[src/rtl/ntsc_composite_enc.sv]
// NTSC composite encoder: turns generator timing plus a 3-bit RGB pixel into an
// 8-bit DAC code through a fixed two-stage pipeline (mode/colour, then modulate).
module ntsc_composite_enc #(
  parameter logic [7:0] C_SYNC_LV   = 8'd0,
  parameter logic [7:0] C_BLANK_LV  = 8'd72,
  parameter logic [7:0] C_BURST_AMP = 8'd28,
  parameter logic [2:0] C_BURST_HUE = 3'd4
) (
  input  logic       CK_i,
  input  logic       RST_i,
  input  logic       CK_EE_i,
  input  logic       XSYNC_i,
  input  logic       XBLK_i,
  input  logic       CBURST_NOW_i,
  input  logic [2:0] CPHs_i,
  input  logic [2:0] PIX_RGBs_i,
  output logic [7:0] DAC_o,
  output logic       XSYNC_o
);

  typedef enum logic [1:0] {
    MODE_BLANK  = 2'd0,
    MODE_SYNC   = 2'd1,
    MODE_BURST  = 2'd2,
    MODE_ACTIVE = 2'd3
  } mode_t;

  mode_t      mode_d, mode_q;
  logic [7:0] y_d, y_q;
  logic [7:0] a_d, a_q;
  logic [2:0] hue_d;
  logic [2:0] idx_d, idx_q;
  logic       xs1_q;

  logic [7:0] dac_d, dac_q;
  logic       xs2_q;

  // Stage 1: mode priority and colour lookup
  always_comb begin
    mode_d = MODE_BLANK;
    y_d    = 8'd0;
    a_d    = 8'd0;
    hue_d  = 3'd0;
    if (!XSYNC_i) begin
      mode_d = MODE_SYNC;
    end else if (CBURST_NOW_i) begin
      mode_d = MODE_BURST;
      a_d    = C_BURST_AMP;
      hue_d  = C_BURST_HUE;
    end else if (XBLK_i) begin
      mode_d = MODE_ACTIVE;
      case (PIX_RGBs_i)
        3'b001:  begin y_d = 8'd16;  a_d = 8'd44; hue_d = 3'd0; end
        3'b010:  begin y_d = 8'd82;  a_d = 8'd58; hue_d = 3'd5; end
        3'b011:  begin y_d = 8'd98;  a_d = 8'd62; hue_d = 3'd6; end
        3'b100:  begin y_d = 8'd42;  a_d = 8'd62; hue_d = 3'd2; end
        3'b101:  begin y_d = 8'd58;  a_d = 8'd58; hue_d = 3'd1; end
        3'b110:  begin y_d = 8'd124; a_d = 8'd44; hue_d = 3'd4; end
        3'b111:  begin y_d = 8'd140; a_d = 8'd0;  hue_d = 3'd0; end
        default: begin y_d = 8'd0;   a_d = 8'd0;  hue_d = 3'd0; end
      endcase
    end
    idx_d = CPHs_i + hue_d;
  end

  always_ff @(posedge CK_i) begin
    if (RST_i) begin
      mode_q <= MODE_BLANK;
      y_q    <= 8'd0;
      a_q    <= 8'd0;
      idx_q  <= 3'd0;
      xs1_q  <= 1'b1;
    end else if (CK_EE_i) begin
      mode_q <= mode_d;
      y_q    <= y_d;
      a_q    <= a_d;
      idx_q  <= idx_d;
      xs1_q  <= XSYNC_i;
    end
  end

  // Stage 2: A*sin(45 deg) approximated as (A*181)>>8
  logic [15:0]        prod;
  logic [7:0]         m_val;
  logic signed [10:0] c_val;
  logic signed [10:0] sum;

  assign prod  = {8'd0, a_q} * 16'd181;
  assign m_val = prod[15:8];

  always_comb begin
    c_val = 11'sd0;
    case (idx_q)
      3'd1, 3'd3: c_val =  $signed({3'b000, m_val});
      3'd2:       c_val =  $signed({3'b000, a_q});
      3'd5, 3'd7: c_val = -$signed({3'b000, m_val});
      3'd6:       c_val = -$signed({3'b000, a_q});
      default:    c_val = 11'sd0;
    endcase
  end

  assign sum = $signed({3'b000, C_BLANK_LV}) + $signed({3'b000, y_q}) + c_val;

  always_comb begin
    dac_d = sum[7:0];
    if (mode_q == MODE_SYNC) begin
      dac_d = C_SYNC_LV;
    end else if (sum[10]) begin
      dac_d = 8'd0;
    end else if (sum > 11'sd255) begin
      dac_d = 8'd255;
    end
  end

  always_ff @(posedge CK_i) begin
    if (RST_i) begin
      dac_q <= C_BLANK_LV;
      xs2_q <= 1'b1;
    end else if (CK_EE_i) begin
      dac_q <= dac_d;
      xs2_q <= xs1_q;
    end
  end

  assign DAC_o   = dac_q;
  assign XSYNC_o = xs2_q;

endmodule

[config.mk]
export PLATFORM = sky130hd
export DESIGN_NAME = ntsc_composite_enc
export DESIGN_NICKNAME = d
export VERILOG_FILES = /design/src/rtl/ntsc_composite_enc.sv
export SDC_FILE = /design/constraint.sdc
export NUM_CORES = 1
export LEC_CHECK = 0
export BUFFER_PORTS_ARGS = -buffer_cell sky130_fd_sc_hd__buf_4
export CORE_AREA = 10 10 106 108
export CTS_BUF_LIST = sky130_fd_sc_hd__clkbuf_16
export DETAILED_ROUTE_END_ITERATION = 8
export DIE_AREA = 0 0 116 118
export SYNTH_ARGS = -nofsm -noshare
export SYNTH_HDL_FRONTEND = slang
export SYNTH_SLANG_ARGS = --single-unit
[constraint.sdc]
create_clock -name CK_i -period 7.8 [get_ports CK_i]
set_clock_uncertainty 0.05 [all_clocks]
set_input_delay 1.56 -clock CK_i [delete_from_list [all_inputs] [get_ports CK_i]]
set_output_delay 1.56 -clock CK_i [all_outputs]
set_load 0.01 [all_outputs]
==> flow_summary.html <==
<table>
<tr><th>Metric</th><th>Value</th></tr>
<tr><th colspan="2">Floorplan</th></tr>
<tr><td>Total core area</td><td>9110 µm²</td></tr>
<tr><td>Die Height</td><td>118 µm</td></tr>
<tr><td>Num rows</td><td>35</td></tr>
<tr><td>Effective utilization at floorplan</td><td>33.5%</td></tr>
<tr><td>Chip Width</td><td>116 µm</td></tr>
<tr><td>IO Count</td><td>21</td></tr>
<tr><td>Area of the die</td><td>13,700 µm²</td></tr>
<tr><th colspan="2">CTS</th></tr>
<tr><td>Total number of clock tree sinks</td><td>26</td></tr>
<tr><td>H-tree lvl count</td><td>1</td></tr>
<tr><td>Maximum clock path buffer count</td><td>2</td></tr>
<tr><td>Clk slew on worst S/H paths</td><td>0.06 ns</td></tr>
<tr><td>Clock tree from TritonCTS</td><td>done</td></tr>
<tr><td>Clock latency on the worst-skew pair</td><td>0.26 ns</td></tr>
<tr><td>Post-CTS setup repair buffer count</td><td>0</td></tr>
<tr><td>CTS-repair resized insts</td><td>0</td></tr>
<tr><td>CTS root buffer</td><td>sky130_fd_sc_hd__clkbuf_16</td></tr>
<tr><td>Post-CTS Hold Buffers</td><td>0</td></tr>
<tr><td>Number of clock buffers inserted by TritonCTS</td><td>3</td></tr>
<tr><th colspan="2">Global routing</th></tr>
<tr><td>Number of antenna violations at the first check in global routing</td><td>0</td></tr>
<tr><td>Global route overflow</td><td>0</td></tr>
<tr><td>Global-route usage over all layers</td><td>11.3%</td></tr>
<tr><td>Maximum number of pins on one net before global-route repair</td><td>23</td></tr>
<tr><td>Wire length of the first global-routing pass</td><td>13.3 mm</td></tr>
<tr><td>Via count of the first global-routing pass</td><td>2,834</td></tr>
<tr><th colspan="2">Critical path</th></tr>
<tr><td>Worst stage delay on the critical path</td><td>0.55 ns</td></tr>
<tr><td>Launch instance of the worst register-to-register path</td><td>y_q[1]$_SDFFE_PP0P_</td></tr>
<tr><td>Data arrival time of the critical path</td><td>6.92 ns</td></tr>
<tr><td>Critical Path Slowest Stage Cell</td><td>sky130_fd_sc_hd__mux2i_1</td></tr>
<tr><td>Worst reg2reg endpoint</td><td>DAC_o[0]$_SDFFE_PP0P_</td></tr>
<tr><td>CP Class</td><td>reg -&gt; reg</td></tr>
<tr><td>Number of cells on the worst reg-to-reg path</td><td>25</td></tr>
<tr><td>Setup slack, reg-to-reg</td><td>0.95 ns</td></tr>
<tr><td>Required time of the critical path</td><td>7.87 ns</td></tr>
<tr><td>Worst path most repeated cell</td><td>sky130_fd_sc_hd__ha_1</td></tr>
<tr><td>Maximum fanout along the worst path</td><td>8</td></tr>
<tr><td>Launching element type of the critical path</td><td>flop</td></tr>
<tr><td>Category of the worst setup path capture point</td><td>flop</td></tr>
<tr><th colspan="2">STA</th></tr>
<tr><td>Highest attainable clock frequency</td><td>146 MHz</td></tr>
<tr><td>Number of slew-limit violations in the final report</td><td>0</td></tr>
<tr><td>Final setup violation count</td><td>0</td></tr>
<tr><td>Worst-case headroom to the max-slew limit</td><td>56.8%</td></tr>
<tr><td>Crit share post-route</td><td>87.8%</td></tr>
<tr><td>Final critical delay including setup and external delays</td><td>6.85 ns</td></tr>
<tr><td>Transition at the pin with the smallest max-transition slack</td><td>0.646 ns</td></tr>
<tr><td>Final Hold Viols</td><td>0</td></tr>
<tr><td>Sum of negative setup slack</td><td>0 ns</td></tr>
<tr><td>RSZ-0062 raised after global routing</td><td>no</td></tr>
<tr><th colspan="2">Worst hold path</th></tr>
<tr><td>Startpoint of the tightest hold check path</td><td>DAC_o[1]$_SDFFE_PP0P_</td></tr>
<tr><td>WHS Endpoint</td><td>DAC_o[1]$_SDFFE_PP0P_</td></tr>
<tr><td>Hold path cells</td><td>2</td></tr>
<tr><td>Worst min-delay path category</td><td>reg -&gt; reg</td></tr>
<tr><th colspan="2">Logic synthesis</th></tr>
<tr><td>Yosys Warn Count</td><td>0</td></tr>
<tr><td>Leading area contributor after synthesis</td><td>sky130_fd_sc_hd__ha_1</td></tr>
<tr><td>Most used DFF post-synth</td><td>sky130_fd_sc_hd__dfxtp_1</td></tr>
<tr><td>Cells after synthesis</td><td>385</td></tr>
<tr><td>Commonest cells in the netlist</td><td>sky130_fd_sc_hd__ha_1, sky130_fd_sc_hd__inv_1, sky130_fd_sc_hd__nand2_1, sky130_fd_sc_hd__nor2_1, sky130_fd_sc_hd__a21oi_1</td></tr>
<tr><td>Share of the synthesized area in the top cell type</td><td>19.3%</td></tr>
<tr><td>Synth Cell Area</td><td>3050 µm²</td></tr>
<tr><td>Number of flops mapped to enable cells by yosys</td><td>0</td></tr>
<tr><td>Synth unique cells</td><td>64</td></tr>
<tr><td>Number of storage elements in the synthesis netlist</td><td>26</td></tr>
<tr><td>Most numerous cell in the Yosys netlist</td><td>sky130_fd_sc_hd__ha_1</td></tr>
<tr><td>Syn Area/Cell</td><td>7.93 µm²</td></tr>
<tr><td>Share of synthesized registers carrying an async set or reset</td><td>0%</td></tr>
<tr><td>Post-Synthesis Net Count</td><td>450</td></tr>
<tr><td>Sequential-to-total area share from yosys stat</td><td>17.0%</td></tr>
<tr><td>Synth area leaders</td><td>sky130_fd_sc_hd__ha_1, sky130_fd_sc_hd__dfxtp_1, sky130_fd_sc_hd__a21oi_1</td></tr>
<tr><th colspan="2">Placement</th></tr>
<tr><td>Number of placed instances with taps included</td><td>503</td></tr>
<tr><td>Final weighted congestion in routability-driven placement</td><td>0.868</td></tr>
<tr><td>Hpwl dp</td><td>6.27 mm</td></tr>
<tr><td>Number of buffers inserted by port buffering</td><td>20</td></tr>
<tr><th colspan="2">Detailed routing</th></tr>
<tr><td>Number of DRC violations after detailed routing</td><td>0</td></tr>
<tr><td>Total Routed Length</td><td>7.73 mm</td></tr>
<tr><td>Number of optimization iterations in the first detailed-route pass</td><td>5</td></tr>
<tr><td>Drt wl/cell</td><td>15.3 µm</td></tr>
<tr><td>Detailed Route Iter0 Violations</td><td>127</td></tr>
<tr><td>Remaining antenna violation count</td><td>0</td></tr>
<tr><td>Mean number of vias per cell</td><td>5.56</td></tr>
<tr><td>Total via count in the routed design</td><td>2,812</td></tr>
<tr><th colspan="2">Finish</th></tr>
<tr><td>Area overhead of the layout relative to synthesis</td><td>10.1%</td></tr>
<tr><td>Antenna cell count</td><td>0</td></tr>
<tr><td>Fill count</td><td>954</td></tr>
<tr><td>Post-layout nets</td><td>462</td></tr>
<tr><td>Number of cells in the finished layout apart from fillers</td><td>506</td></tr>
<tr><td>Fraction of final layout cells with drive strength greater than 1</td><td>10.9%</td></tr>
<tr><th colspan="2">Run</th></tr>
<tr><td>Count of max-cap constraint violations</td><td>0</td></tr>
<tr><th colspan="2">Power</th></tr>
<tr><td>Leakage power</td><td>1.46 nW</td></tr>
<tr><td>Switching pwr</td><td>0.126 mW</td></tr>
<tr><td>Relative contribution of combinational cells to total power</td><td>32.3%</td></tr>
<tr><td>Power consumption</td><td>0.385 mW</td></tr>
<tr><td>Part of the total power dissipated in the clock network</td><td>29.4%</td></tr>
<tr><td>Power per unit of standard cell area</td><td>114 nW/µm²</td></tr>
<tr><td>Cell internal pwr</td><td>0.259 mW</td></tr>
<tr><td>Switching power share of the total</td><td>32.8%</td></tr>
<tr><td>Sequential share of power</td><td>38.3%</td></tr>
<tr><td>Peak supply drop</td><td>0.0704 mV</td></tr>
<tr><th colspan="2">Run status</th></tr>
<tr><td>Status</td><td>finished, final reports clean</td></tr>
</table>
-- kinds of logic (layout without fill, tap and decap cells) --
| group | count (synthesis) | in the layout | share of synthesized area (%) |
|---|---|---|---|
| compound gates | 112 | 112 | 25.3 |
| buf+inv | 47 | 57 | 5.98 |
| simple gates | 121 | 121 | 20.6 |
| xor+xnor | 18 | 18 | 5.16 |
| flops | 26 | 26 | 17.0 |
| fa+ha+maj | 53 | 53 | 23.2 |
| mux | 8 | 8 | 2.66 |
-- final cells by class --
cell class | count | area [µm²] | area share, %
well taps | 111 | 139 | 4.13
inverters | 34 | 128 | 3.80
clock buffers | 3 | 75.1 | 2.23
multi-input cells | 312 | 2350 | 69.9
flip-flops and latches | 26 | 520 | 15.5
repair buffers | 20 | 150 | 4.47
-- registers in the layout, summed over array words and instances (netlist names) --
| signal | flops |
|---|---|
| DAC_o | 8 |
| XSYNC_o | 1 |
| a_q | 4 |
| idx_q | 3 |
| mode_q | 2 |
| xs1_q | 1 |
| y_q | 7 |
-- routing by layer --
layer	routed length [µm]	track usage (%)	vias to the layer above
met4	135	2.74	0
met3	231	1.12	16
met2	3640	19.1	62
li1	-	-	1413
met5	0	0	-
met1	3720	14.8	1321
-- critical path: cells and delay by family, from the launching register on --
kind / cells / cell delay (ns)
mux: 3 / 1.06
flops: 1 / 0.50
buf+inv: 3 / 0.16
xor+xnor: 1 / 0.21
fa+ha+maj: 7 / 2.31
simple gates: 2 / 0.42
compound gates: 9 / 2.00
-- worst max-delay path by stage --
stage	from	to	slack (ns)	depth (start not counted)
final	y_q[1]$_SDFFE_PP0P_	DAC_o[0]$_SDFFE_PP0P_	0.95	25
after floorplan	y_q[1]$_SDFFE_PP0P_	DAC_o[0]$_SDFFE_PP0P_	1.98	25
after detailed placement	y_q[1]$_SDFFE_PP0P_	DAC_o[0]$_SDFFE_PP0P_	1.04	25
after CTS	y_q[1]$_SDFFE_PP0P_	DAC_o[0]$_SDFFE_PP0P_	1.00	26
after global placement	y_q[1]$_SDFFE_PP0P_	DAC_o[0]$_SDFFE_PP0P_	1.29	26
after global routing	y_q[1]$_SDFFE_PP0P_	DAC_o[0]$_SDFFE_PP0P_	0.42	25
-- through the flow --
step	worst slack (ns)	hold slack [ns]	utilization [%]	area (µm²)
after floorplan	1.98	0.389	-	3050
after global placement	1.29	0.402	36.1	3290
after detailed placement	1.04	0.408	36.1	3290
after CTS	1.00	0.417	36.9	3360
after global routing	0.416	0.442	36.9	3360
final	0.954	0.414	36.9	3360
-- power by group through the flow --
| stage | logic (mW) | registers, mW | clock network, mW |
|---|---|---|---|
| global route | 0.140 | 0.148 | 0.122 |
| floorplan | 0.0907 | 0.147 | 0 |
| CTS | 0.124 | 0.147 | 0.115 |
| detailed placement | 0.122 | 0.150 | 0 |
| global placement | 0.121 | 0.150 | 0 |
| finish | 0.124 | 0.147 | 0.113 |
-- cell usage in the layout (no fill, tap or decap), types with 5 or more instances in the layout --
cell type / count
sky130_fd_sc_hd__a211oi_1: 5
sky130_fd_sc_hd__a21oi_1: 27
sky130_fd_sc_hd__a22oi_1: 6
sky130_fd_sc_hd__a32oi_1: 8
sky130_fd_sc_hd__buf_4: 20
sky130_fd_sc_hd__dfxtp_1: 26
sky130_fd_sc_hd__fa_1: 6
sky130_fd_sc_hd__ha_1: 47
sky130_fd_sc_hd__inv_1: 34
sky130_fd_sc_hd__mux2i_1: 7
sky130_fd_sc_hd__nand2_1: 34
sky130_fd_sc_hd__nand3_1: 10
sky130_fd_sc_hd__nor2_1: 30
sky130_fd_sc_hd__nor2b_1: 6
sky130_fd_sc_hd__nor3_1: 6
sky130_fd_sc_hd__o21a_1: 6
sky130_fd_sc_hd__o21ai_0: 21
sky130_fd_sc_hd__o22ai_1: 5
sky130_fd_sc_hd__or2_2: 5
sky130_fd_sc_hd__xnor2_1: 10
sky130_fd_sc_hd__xor2_1: 8
Power figures use the tool's default switching activity.
